<file path="config.mk">
export PLATFORM = sky130hd
export DESIGN_NAME = dcache_bus_port
export DESIGN_NICKNAME = d
export VERILOG_FILES = /design/src/rtl/dcache_bus_port.sv
export SDC_FILE = /design/constraint.sdc
export NUM_CORES = 1
export LEC_CHECK = 0
export ABC_AREA = 0
export CAP_MARGIN = 30
export CORE_AREA = 5 5 152 154
export CTS_BUF_LIST = sky130_fd_sc_hd__clkbuf_4
export CTS_CLUSTER_SIZE = 24
export DETAILED_ROUTE_END_ITERATION = 16
export DIE_AREA = 0 0 157 159
export PLACE_DENSITY_LB_ADDON = 0.15
export REMOVE_ABC_BUFFERS = 1
export SYNTH_ARGS = -nofsm -noshare
export SYNTH_HDL_FRONTEND = slang
export SYNTH_SLANG_ARGS = --single-unit
</file>
<file path="constraint.sdc">
create_clock -name CLK -period 5.46 [get_ports CLK]
set_input_delay 1.092 -clock CLK [delete_from_list [all_inputs] [get_ports CLK]]
set_output_delay 1.092 -clock CLK [all_outputs]
set_load 0.01 [all_outputs]
</file>
<file path="src/rtl/dcache_bus_port.sv">
`timescale 1ns/1ps
// dcache_bus_port
// Cache-side end of the coherence bus for one core. Sequences two-word
// victim writebacks and block fills for the local cache, and answers bus
// snoops by writing back dirty lines and invalidating or downgrading them.
//
// Ports
//   CLK, nRST                      clock (rising edge), async active-low reset
//   fill_req, rdx, req_addr        block fill request, exclusive flag, address
//   wb_req, wb_addr, wb_data0/1    dirty victim writeback request and words
//   fill_data0/1                   registered fill words (valid from done)
//   done, busy                     completion pulse, not-idle indicator
//   snoop_hit, snoop_dirty         cache lookup result for ccsnoopaddr
//   snoop_data0/1                  snooped line words
//   snoop_inv, snoop_clean         one-cycle line invalidate / dirty-clear
//   dREN, dWEN, daddr, dstore      bus read/write request, address, data
//   cctrans, ccwrite               coherence transaction / exclusive flags
//   dwait, dload                   bus stall and read data
//   ccwait, ccinv, ccsnoopaddr     snoop request, invalidate flag, address
module dcache_bus_port #(
  parameter int CPUID = 0
) (
  input  logic        CLK,
  input  logic        nRST,
  input  logic        fill_req,
  input  logic        rdx,
  input  logic        wb_req,
  input  logic [31:0] req_addr,
  input  logic [31:0] wb_addr,
  input  logic [31:0] wb_data0,
  input  logic [31:0] wb_data1,
  output logic [31:0] fill_data0,
  output logic [31:0] fill_data1,
  output logic        done,
  output logic        busy,
  input  logic        snoop_hit,
  input  logic        snoop_dirty,
  input  logic [31:0] snoop_data0,
  input  logic [31:0] snoop_data1,
  output logic        snoop_inv,
  output logic        snoop_clean,
  output logic        dREN,
  output logic        dWEN,
  output logic        cctrans,
  output logic        ccwrite,
  output logic [31:0] daddr,
  output logic [31:0] dstore,
  input  logic        dwait,
  input  logic        ccwait,
  input  logic        ccinv,
  input  logic [31:0] dload,
  input  logic [31:0] ccsnoopaddr
);

  // CPUID only labels the instance; it selects no logic.
  if (CPUID < 0) begin : g_cpuid_negative
  end

  typedef enum logic [3:0] {
    IDLE, WB0, WB1, FILL0, FILL1, SNOOP, SWB0, SWB1, SEND, DONE
  } state_t;

  state_t state, state_next;
  // State to resume once a snoop has been answered (IDLE, WB0 or FILL0).
  state_t ret_state, ret_next;

  logic inv_next;
  logic clean_next;
  logic snoop_wb;

  assign snoop_wb = snoop_hit & snoop_dirty;

  // State, return register, fill capture and snoop pulse registers.
  always_ff @(posedge CLK or negedge nRST) begin
    if (!nRST) begin
      state       <= IDLE;
      ret_state   <= IDLE;
      fill_data0  <= '0;
      fill_data1  <= '0;
      snoop_inv   <= 1'b0;
      snoop_clean <= 1'b0;
    end else begin
      state       <= state_next;
      ret_state   <= ret_next;
      snoop_inv   <= inv_next;
      snoop_clean <= clean_next;
      if (state == FILL0 && !dwait) fill_data0 <= dload;
      if (state == FILL1 && !dwait) fill_data1 <= dload;
    end
  end

  // Next-state logic, including the return register and the pulses that
  // must be visible in the first SEND cycle.
  always_comb begin
    state_next = state;
    ret_next   = ret_state;
    inv_next   = 1'b0;
    clean_next = 1'b0;
    case (state)
      IDLE: begin
        if (ccwait) begin
          state_next = SNOOP;
          ret_next   = IDLE;
        end else if (wb_req) begin
          state_next = WB0;
        end else if (fill_req) begin
          state_next = FILL0;
        end
      end
      WB0: begin
        if (!dwait) begin
          state_next = WB1;
        end else if (ccwait) begin
          // First word not yet accepted: safe to yield the bus and replay.
          state_next = SNOOP;
          ret_next   = WB0;
        end
      end
      WB1: begin
        if (!dwait) state_next = fill_req ? FILL0 : DONE;
      end
      FILL0: begin
        if (!dwait) begin
          state_next = FILL1;
        end else if (ccwait) begin
          state_next = SNOOP;
          ret_next   = FILL0;
        end
      end
      FILL1: begin
        if (!dwait) state_next = DONE;
      end
      SNOOP: begin
        if (snoop_wb) begin
          state_next = SWB0;
        end else begin
          state_next = SEND;
          inv_next   = snoop_hit & ccinv;
        end
      end
      SWB0: begin
        if (!dwait) state_next = SWB1;
      end
      SWB1: begin
        if (!dwait) begin
          state_next = SEND;
          inv_next   = ccinv;
          clean_next = ~ccinv;
        end
      end
      SEND: begin
        // Hold here until the controller drops ccwait so the same snoop
        // cannot be taken twice.
        if (!ccwait) begin
          state_next = ret_state;
          ret_next   = IDLE;
        end
      end
      DONE:    state_next = IDLE;
      default: state_next = IDLE;
    endcase
  end

  // Moore bus outputs decoded from state.
  always_comb begin
    dREN    = 1'b0;
    dWEN    = 1'b0;
    cctrans = 1'b0;
    ccwrite = 1'b0;
    daddr   = '0;
    dstore  = '0;
    done    = 1'b0;
    busy    = (state != IDLE);
    case (state)
      WB0: begin
        dWEN   = 1'b1;
        daddr  = wb_addr;
        dstore = wb_data0;
      end
      WB1: begin
        dWEN   = 1'b1;
        daddr  = wb_addr + 32'd4;
        dstore = wb_data1;
      end
      FILL0: begin
        dREN    = 1'b1;
        cctrans = 1'b1;
        ccwrite = rdx;
        daddr   = req_addr;
      end
      FILL1: begin
        dREN    = 1'b1;
        cctrans = 1'b1;
        ccwrite = rdx;
        daddr   = req_addr + 32'd4;
      end
      SNOOP: begin
        ccwrite = snoop_wb;
      end
      SWB0: begin
        dWEN    = 1'b1;
        ccwrite = 1'b1;
        daddr   = ccsnoopaddr;
        dstore  = snoop_data0;
      end
      SWB1: begin
        dWEN    = 1'b1;
        ccwrite = 1'b1;
        daddr   = ccsnoopaddr + 32'd4;
        dstore  = snoop_data1;
      end
      DONE: begin
        done = 1'b1;
      end
      default: ;
    endcase
  end

endmodule

</file>
==> impl_results.md <==
- CTS tree: yes
- Number of flops mapped to enable cells by yosys: 0
- Starting Density: 28.2%
- Sw frac: roughly two fifths
- Synth Area in XOR/XNOR: 3.87%
- # IOs: between 400 and 500
- Tightest Hold Check Type: flop to flop
- Num Clock Sinks: 72
- Detailed-route vias per instance: ~5.4
- Primary FF master, synth: dfrtp_1
- Die Width: 157 um
- Via count: roughly 7,300
- Initial antenna violation count: 1
- WL/cell: 21.4 um
- Final worst-path cycle share: a little over nine tenths
- Post-synthesis adder-cell area fraction: less than 1%
- Global-route wire length before repair: about 44,000 um
- Crit-path max FO: 8
- Worst-Skew Late Latency: roughly 0.40 ns
- Max-Cap Viols: 0
- Fillers: between 2,000 and 2,500
- Simple-gate share of the synthesized area: between 15 and 20%
- Yosys reg bits: 72
- Setup TNS: 0 ns
- PortBufs: between 400 and 500
- Worst-path clk slew: 0.11 ns
- P_sw: just over 0.002 W
- Worst IR Drop VDD: between 0.0002 and 0.00025 V
- Clock root buffer: clkbuf_4
- Synth unique cells: between 60 and 70
- Detailed Route Iter0 Violations: 600
- Worst setup SP type: input pin
- Relative slew margins: about 40%
- Final hold violation count: 0
- Static Leak: 4.06 nW
- Vias in the first global route: 7,381
- Mux contribution to synthesized area: 12.6%
- Pins Over Slew Limit: 0
- DR DRC count: 0
- Setup Skew: 0.0110 ns
- Row count: 54
- Global route overflow: 0
- Hold buffers post-CTS: 0
- Initial DRT Pass Iterations: 7
- Total GRT Usage: between 20% and 30%
- Share of cells above drive strength 1: about an eighth
- Compound-cell area share of the yosys netlist: 28.0%
- Crit path time final: 5.24 ns
- Placer Congestion: roughly 0.9
- Core Area: approximately 22,000 um2
- Power per Cell Area: between 400 and 500 nW/um2
- Chip height: roughly 160 um
- Worst Path Arrival: 4.14 ns
- Final WL: around 29,000 um
- Internal power: roughly 0.0028 W
- Synth async-reset ratio: 100%
- Largest net degree at the start of global routing: 73
- Post-Synthesis Cells: slightly above 700
- Final setup fails: 0
- Main combinational cell family by area after synthesis: compound AO/OA/AOI/OAI gates
- Num CTS Buffers: 9
- Nets@finish: around 1,400
- Worst slew pin tran: about 0.91 ns
- Synth Area per Inst: roughly 8.6 um2
- Sequential cell area fraction in the yosys report: between 20% and 30%
- Die ar.: between 20,000 and 25,000 um2
- Sequential power share: between 20% and 30%
- Setup crit end kind: output pin
- Comb pwr share: 72.0%
- Clk buf depth: 2
- Yosys warnings: 0
- Hpwl dp: between 20,000 and 25,000 um
- Synthesized area: 6080 um2
- Data required time of the worst path: roughly 4.4 ns
- Reg2Reg Setup Slack: between 2 and 3 ns
- Fmax: 0.191 GHz
- H-tree Lvls: 3
- Critical path class: input pin to output pin
- Outcome: completed
- Area grow syn2layout: 74.9%
- ANT nets after route: 0
- Clock power frac: under 10%
- RSZ-0062 raised after global routing: false
- Total power: approximately 0.0048 W
## cell type report
type | count | area (um2) | share of cell area (%)
tap | 280 | 350 | 3.30
antenna | 1 | 2.50 | 0.0235
inverter | 8 | 30.0 | 0.283
multi-input combinational | 558 | 3970 | 37.4
timing repair buffer | 434 | 4310 | 40.5
clock inverter | 6 | 83.8 | 0.789
sequential | 72 | 1810 | 17.0
clock buffer | 10 | 75.1 | 0.706
## final timing paths
check                                                start                    endpoint  depth (start not counted)
worst max-delay path                           req_addr[6]                   daddr[27]                         10
worst min-delay path            fill_data0[18]$_DFFE_PN0P_  fill_data0[18]$_DFFE_PN0P_                          1
worst max register to register        state[2]$_DFFE_PN0P_  fill_data1[11]$_DFFE_PN0P_                          5
worst min register to register  fill_data0[18]$_DFFE_PN0P_  fill_data0[18]$_DFFE_PN0P_                          1
max in group asynchronous                             nRST        state[0]$_DFFE_PN0P_                          1
min in group asynchronous                             nRST  fill_data0[27]$_DFFE_PN0P_                          1
## registers in the layout, summed over array words and instances, names as in the netlist
signal / cells
ret_state: 2
snoop_inv: 1
fill_data1: 32
state: 4
fill_data0: 32
snoop_clean: 1
## cells in the final DEF, fill, tap and decap left out, types with 8 or more instances in the layout
cell,count
nor3_1,10
mux2_2,67
inv_1,8
a222oi_1,30
xor2_1,12
clkbuf_4,10
clkdlybuf4s50_1,399
a22oi_1,69
nand3_1,27
a21oi_1,28
nor2_1,29
dfrtp_1,70
nor2b_1,8
xnor2_1,13
o21ai_0,56
a22o_1,9
nand2b_1,15
buf_4,30
nand2_1,64
## critical path: stages
cell,delay (ns)
clkdlybuf4s50_1,0.50
or3b_2,0.44
a21oi_1,0.19
a32o_1,0.24
and4_4,0.30
nand4_4,0.19
nor4_1,0.35
xnor2_1,0.11
o21ai_1,0.15
clkdlybuf4s50_1,0.59
## cells in the mapped netlist, types with 6 or more instances
cell      number  share of area, %
dfrtp_1       72                30
a22oi_1       69               8.5
mux2_2        67                12
nand2_1       65               4.0
o21ai_0       56               4.6
clkbuf_1      43               2.7
nor2_1        33               2.0
a222oi_1      30               4.9
a21oi_1       29               2.4
nand3_1       27               2.2
nand2b_1      15               1.5
nor3_1        13               1.1
xnor2_1       13               1.9
xor2_1        12               1.7
buf_4         10               1.2
a22o_1         9               1.3
buf_2          9              0.74
inv_1          8              0.49
nor2b_1        8              0.82
nor4_1         8              0.82
nand4_1        7              0.72
o21ai_1        7              0.58
o22ai_1        7              0.72
and4b_1        6              0.99
## logic make-up (layout without fill, tap and decap cells)
family,Yosys count,after routing
compound gates,242,242
simple gates,221,221
buf+inv,76,458
flops,72,72
mux,68,68
xor+xnor,26,26
fa+ha+maj,1,1
other cells,0,1
## power by group through the flow
stage	clock, W	sequential [W]	combinational (W)
after floorplan	0	0.00113	0.00140
after CTS	0.000393	0.000989	0.00346
final	0.000376	0.000974	0.00348
after detailed placement	0	0.00100	0.00344
after global placement	0	0.000987	0.00345
after global routing	0.000416	0.00102	0.00374
## layer usage
layer	up-vias	wire [um]	global-route usage, %
li1	3473	-	-
met1	3462	12600	30.5
met4	0	467	4.38
met5	-	0	0
met2	370	13300	35.0
met3	29	2940	5.98
## stage by stage
| stage | hold slack, ns | area (um2) | utilization, % | std cells | worst slack, ns |
|---|---|---|---|---|---|
| 6_report | 0.516 | 10600 | 49.3 | 1369 | 0.225 |
| 3_5_place_dp | 0.494 | 10400 | 48.4 | 1350 | 0.198 |
| 4_1_cts | 0.522 | 10600 | 49.1 | 1366 | 0.142 |
| 3_3_place_gp | 0.488 | 10400 | 48.2 | 1348 | 0.215 |
| 2_1_floorplan | 0.481 | 5750 | - | 638 | -1.11 |
| 5_1_grt | 0.539 | 10600 | 49.3 | 1369 | 0.0150 |
## timing repair
| action | in CTS | in global routing |
|---|---|---|
| gates resized for setup | 1 | 4 |
| pin swaps | 0 | 2 |
| setup endpoints to repair | 1 | 6 |
| buffers inserted | 0 | 2 |
(Power assumes the default switching activity.)
